## config.mk

```make
export PLATFORM = sky130hd
export DESIGN_NAME = float_classify_pipe
export DESIGN_NICKNAME = d
export VERILOG_FILES = /design/src/rtl/float_classify_pipe.sv
export SDC_FILE = /design/constraint.sdc
export NUM_CORES = 1
export LEC_CHECK = 0
export ABC_AREA = 1
export CAP_MARGIN = 0
export CORE_MARGIN = 5
export CORE_UTILIZATION = 30
export CTS_BUF_LIST = sky130_fd_sc_hd__clkbuf_4 sky130_fd_sc_hd__clkbuf_8
export DETAILED_ROUTE_END_ITERATION = 7
export GPL_ROUTABILITY_DRIVEN = 0
export PLACE_DENSITY = 0.7
export SETUP_SLACK_MARGIN = 0.05
export SLEW_MARGIN = 20
export SYNTH_ARGS = -nofsm -noshare
export SYNTH_HDL_FRONTEND = slang
export SYNTH_SLANG_ARGS = --single-unit
```

## constraint.sdc

```tcl
create_clock -name clk -period 2.7 [get_ports clk]
set_input_delay 0.54 -clock clk [delete_from_list [all_inputs] [get_ports clk]]
set_output_delay 0.54 -clock clk [all_outputs]
set_load 0.05 [all_outputs]
```

## src/rtl/float_classify_pipe.sv

```systemverilog
// float_classify_pipe: one-stage ready/valid slice that classifies LANES floats per transfer
// Ports: clk, rst_n (async active-low); in_valid/in_ready/in_data upstream handshake;
//        out_valid/out_ready downstream handshake with registered out_class (one-hot
//        {normal,qnan,snan,subnormal,zero,inf} per lane) and out_sign; sticky, nan_count and
//        sub_count accumulate over accepted transfers; clear_sticky zeroes them synchronously.
module float_classify_pipe #(
   parameter int EXPONENT_WIDTH = 8,
   parameter int MANTISSA_WIDTH = 23,
   parameter int LANES          = 4,
   parameter int COUNT_WIDTH    = 16
) (
   input  logic                                               clk,
   input  logic                                               rst_n,
   input  logic                                               in_valid,
   output logic                                               in_ready,
   input  logic [LANES*(EXPONENT_WIDTH+MANTISSA_WIDTH+1)-1:0] in_data,
   output logic                                               out_valid,
   input  logic                                               out_ready,
   output logic [LANES*6-1:0]                                 out_class,
   output logic [LANES-1:0]                                   out_sign,
   output logic [4:0]                                         sticky,
   input  logic                                               clear_sticky,
   output logic [COUNT_WIDTH-1:0]                             nan_count,
   output logic [COUNT_WIDTH-1:0]                             sub_count
);
   localparam int W  = EXPONENT_WIDTH + MANTISSA_WIDTH + 1;
   localparam bit E4M3 = EXPONENT_WIDTH == 4 && MANTISSA_WIDTH == 3;
   localparam bit NO_SPECIAL = (EXPONENT_WIDTH == 2 && MANTISSA_WIDTH == 3) ||
                               (EXPONENT_WIDTH == 3 && MANTISSA_WIDTH == 2) ||
                               (EXPONENT_WIDTH == 2 && MANTISSA_WIDTH == 1);
   localparam int PW = $clog2(LANES + 1);
   // one spare bit above the wider operand so saturation can be detected from the carry
   localparam int SW = (COUNT_WIDTH > PW ? COUNT_WIDTH : PW) + 1;

   function automatic logic [5:0] classify(input logic [W-2:0] x);
      logic [EXPONENT_WIDTH-1:0] e;
      logic [MANTISSA_WIDTH-1:0] m;
      e = x[W-2:MANTISSA_WIDTH];
      m = x[MANTISSA_WIDTH-1:0];
      if (e == '0) return (m == '0) ? 6'b000010 : 6'b000100;
      // small FP formats spend the all-ones exponent on ordinary values
      if (!(&e) || NO_SPECIAL) return 6'b100000;
      // E4M3 keeps a single NaN code (S.1111.111) and has no infinity
      if (E4M3) return (&m) ? 6'b010000 : 6'b100000;
      return (m == '0) ? 6'b000001 : m[MANTISSA_WIDTH-1] ? 6'b010000 : 6'b001000;
   endfunction

   logic                   accept;
   logic [LANES*6-1:0]     cls;
   logic [LANES-1:0]       sgn;
   logic [4:0]             sticky_in;
   logic [PW-1:0]          nan_pop, sub_pop;
   logic [SW-1:0]          nan_sum, sub_sum;
   logic [COUNT_WIDTH-1:0] nan_next, sub_next;

   assign in_ready = ~out_valid | out_ready;
   assign accept   = in_valid & in_ready;

   always_comb begin
      cls       = '0;
      sgn       = '0;
      sticky_in = '0;
      nan_pop   = '0;
      sub_pop   = '0;
      for (int i = 0; i < LANES; i++) begin
         cls[i*6 +: 6] = classify(in_data[i*W +: W-1]);
         sgn[i]        = in_data[i*W + W-1];
         sticky_in     = sticky_in | cls[i*6 +: 5];
         nan_pop       = nan_pop + PW'(cls[i*6+4] | cls[i*6+3]);
         sub_pop       = sub_pop + PW'(cls[i*6+2]);
      end
      // clear takes effect before the new transfer is added
      nan_sum  = (clear_sticky ? '0 : SW'(nan_count)) + (accept ? SW'(nan_pop) : '0);
      sub_sum  = (clear_sticky ? '0 : SW'(sub_count)) + (accept ? SW'(sub_pop) : '0);
      nan_next = (nan_sum[SW-1:COUNT_WIDTH] != '0) ? '1 : nan_sum[COUNT_WIDTH-1:0];
      sub_next = (sub_sum[SW-1:COUNT_WIDTH] != '0) ? '1 : sub_sum[COUNT_WIDTH-1:0];
   end

   always_ff @(posedge clk or negedge rst_n) begin
      if (!rst_n) begin
         out_valid <= 1'b0;
         out_class <= '0;
         out_sign  <= '0;
         sticky    <= '0;
         nan_count <= '0;
         sub_count <= '0;
      end else begin
         if (accept) begin
            out_valid <= 1'b1;
            out_class <= cls;
            out_sign  <= sgn;
         end else if (out_ready) begin
            out_valid <= 1'b0;
         end
         sticky    <= (clear_sticky ? 5'b0 : sticky) | (accept ? sticky_in : 5'b0);
         nan_count <= nan_next;
         sub_count <= sub_next;
      end
   end
endmodule

```

==> flow_metrics.py <==
metrics = {
    "status": {
        "status": "complete, but fails checks",
        "violations": "negative setup slack",
    },
    "placement": {
        "hpwl_mm": 11.1,
        "place_area_um2": 6870,
        "io_buffers": 199,
        "pre_cts_ws_ns": -1.50,
        "dp.cells": 1015,
    },
    "floorplan": {
        "io_pins": 200,
        "num_rows": 43,
        "die_x_um": 130,
        "die_area_um2": 16800,
        "coreArea_um2": 14000,
        "start_util": 0.308,
        "die_h_um": 130,
    },
    "cells_and_area": {
        "final_layout_size_suffix_gt1_frac": 0.378,
        "final_cell_count_no_fill": 1098,
        "fin_area_um2": 7690,
        "area.growth.synth_to_final_pct": 78.7,
        "fin_util": 0.550,
        "nNetsFinal": 1061,
        "antenna_cells": 0,
    },
    "worst_setup_path": {
        "cp_slowest_stage_delay_ns": 0.44,
        "path_common_cell": "inv_2",
        "end_kind": "flop",
        "critPathKind": "primary input to flop",
        "cp_max_fo": 5,
        "cp.required_ns": 2.98,
        "crit_slowest_cell": "fa_1",
        "critPathLaunchType": "primary input",
        "crit_family": "adder cells",
        "crit_chain": "clkdlybuf4s15_1 > nor2_1 > nand2_1 > nor2_1 > nand3_2 > nand2_2 > inv_2 > fa_1 > ha_1 > inv_2 > nor2_2 > ha_2 > inv_2 > fa_2 > inv_2 > a21oi_4 > nor2_4 > nand2_2 > nor2_4 > nand4_4 > buf_6 > nand3b_1",
        "cp.arrival_ns": 3.57,
        "cp_num_buf_inv": 6,
    },
    "clock_network": {
        "postCtsHoldBufs": 0,
        "clk-insertion-delay-late_ns": 0.34,
        "h-tree-depth": 3,
        "cts_root_buf": "clkbuf_8",
        "clkSinkCount": 66,
        "clk_pin_slew_ns": 0.08,
        "cts_tree": "yes",
        "numCtsBuffers": 9,
        "cts.path.max_buffers": 2,
    },
    "routing": {
        "wirelength_mm": 15.5,
        "drtIter0Drc": 299,
        "wl_per_cell_um": 14.1,
        "vias": 4928,
        "ant_nets": 0,
        "routed_via_density": 4.49,
        "drtPass1Iterations": 4,
        "drc": 0,
    },
    "global_routing": {
        "grt_pass1_wl_mm": 23.9,
        "antenna_found_initial": 0,
        "grt_use_total": 0.179,
        "grt_pass1_vias": 5015,
        "overflow": 0,
        "grt_max_degree": 67,
    },
    "sta": {
        "fmax_mhz": 304,
        "timing.final.crit_share": 1.22,
        "fin_ws_ns": -0.591,
        "timing_hold_violations_final": 0,
        "fin_crit_ns": 3.29,
        "slew_headroom": 0.417,
        "worstMarginPinSlew_ns": 0.874,
        "setup_viol": 32,
        "slew_violations": 0,
        "grt_setup_unrepaired": "true",
        "skew_ns": 0.0132,
    },
    "pwr": {
        "leakage_nw": 3.91,
        "peakVddDrop_uv": 172,
        "powerDensity_nw_per_um2": 301,
    },
    "yosys": {
        "yosysWarnings": 0,
        "syn_inst": 597,
        "syn-num-nets": 745,
        "async_flop_share": 1.00,
        "synth-seq-cells": 66,
        "synth_top_flop_cell": "dfrtp_1",
        "syn_avg_cell_area_um2": 7.21,
        "synth_area_um2": 4300,
        "synth_edf_count": 0,
        "seq_area_frac_synth": 0.384,
        "synth_cell_type_count": 34,
    },
    "worst_hold_path": {
        "min_path_type": "primary input to async pin",
    },
    "run": {
        "max-cap-violations": 0,
    },
}
power by group:
group / switching [mW] / internal [mW]
Combinational: 0.240 / 0.213
Clock: 0.407 / 0.438
Sequential: 0.00953 / 1.01
Yosys cell counts, types with 3 or more instances:
cell type	n	share of area
ha_1	11	0.032
nand3b_1	3	0.0052
nand2_1	155	0.14
buf_6	5	0.013
o21ai_0	24	0.028
inv_1	77	0.067
nor2_1	116	0.10
nand3_2	13	0.030
a21oi_1	5	0.0058
nand3_1	41	0.048
or2_2	6	0.0087
nand2_2	8	0.012
xor2_1	3	0.0061
nand4_1	11	0.016
o31ai_1	5	0.0087
fa_1	4	0.019
nor3_1	5	0.0058
dfrtp_1	66	0.38
nor2_2	7	0.010
inv_2	3	0.0026
nor2_4	6	0.016
clkbuf_1	7	0.0061
flip-flops by register name (all words and copies together), names as in the netlist:
name	flops
out_sign	4
sticky	5
nan_count	16
out_valid	1
sub_count	16
out_class	24
logic make-up (layout without fill, tap and decap cells):
family,Yosys count,count (layout),synth area share
fa+ha+maj,15,15,0.0506
flops,66,66,0.384
buf+inv,94,415,0.0922
xor+xnor,3,3,0.00611
simple gates,378,378,0.412
compound gates,41,41,0.0549
worst register-to-register path, stage by stage, from the launching register on:
cell	delay [ns]
dfrtp_1	0.37
nand2_1	0.10
nand2_2	0.10
buf_4	0.17
nor2_2	0.11
ha_2	0.20
fa_2	0.21
nand2_2	0.08
a21oi_4	0.14
nand2_2	0.09
nor2_4	0.17
nand4_4	0.19
clkbuf_16	0.22
nand3_2	0.06
metal layers:
layer	wire length [um]	global-route usage
met2	8060	0.325
met5	0	0
met1	6350	0.215
met4	294	0.0520
met3	791	0.0319
what timing repair did:
item,4_1_cts,5_1_grt
endpoints found under the hold margin,0,0
gates cloned,1,0
endpoints found under the setup margin,32,38
setup buffers,64,9
gates resized for setup,377,74
pin swaps,133,73
layout by cell type (no fill, tap or decap), types with 17 or more instances in the layout:
master / n
dfrtp_1: 66
inv_1: 62
buf_2: 38
buf_4: 106
o21ai_0: 18
nor2_1: 87
nand2_2: 24
clkbuf_2: 17
buf_6: 26
nor2_4: 20
nand3_2: 27
nand3_1: 26
inv_2: 17
clkdlybuf4s15_1: 35
clkdlybuf4s50_1: 73
nor2_2: 22
dlygate4sd2_1: 19
nand2_1: 135
area by class of cell:
type	instances	area, um2
Fill cell	1299	6300
Timing Repair Buffer	318	2680
Multi-Input combinational cell	437	2620
Sequential cell	66	1650
Inverter	81	312
Tap cell	180	225
Clock buffer	10	131
Clock inverter	6	67.6
per-stage QoR:
step                      setup TNS, ns  total power [mW]  hold slack, ns
after floorplan                  -20.57              1.20           0.244
after global placement           -43.88              1.50           0.463
after detailed placement         -44.94              1.50           0.467
after CTS                        -17.92              2.33           0.334
after global routing             -21.87              2.42           0.354
final                            -17.61              2.31           0.270
final timing paths:
| path | from | to | slack, ns | cells past startpoint |
|---|---|---|---|---|
| max in group asynchronous | rst_n | sub_count[0] | 1.80 | 1 |
| min in group clk | out_class[14] | out_class[14] | 0.48 | 2 |
| setup reg to reg | out_valid | nan_count[11] | 0.44 | 13 |
| hold reg to reg | out_class[14] | out_class[14] | 0.48 | 2 |
| setup / recovery | in_data[44] | sub_count[13] | -0.59 | 22 |
| hold / removal | rst_n | sub_count[11] | 0.27 | 1 |
(Power assumes the default switching activity.)
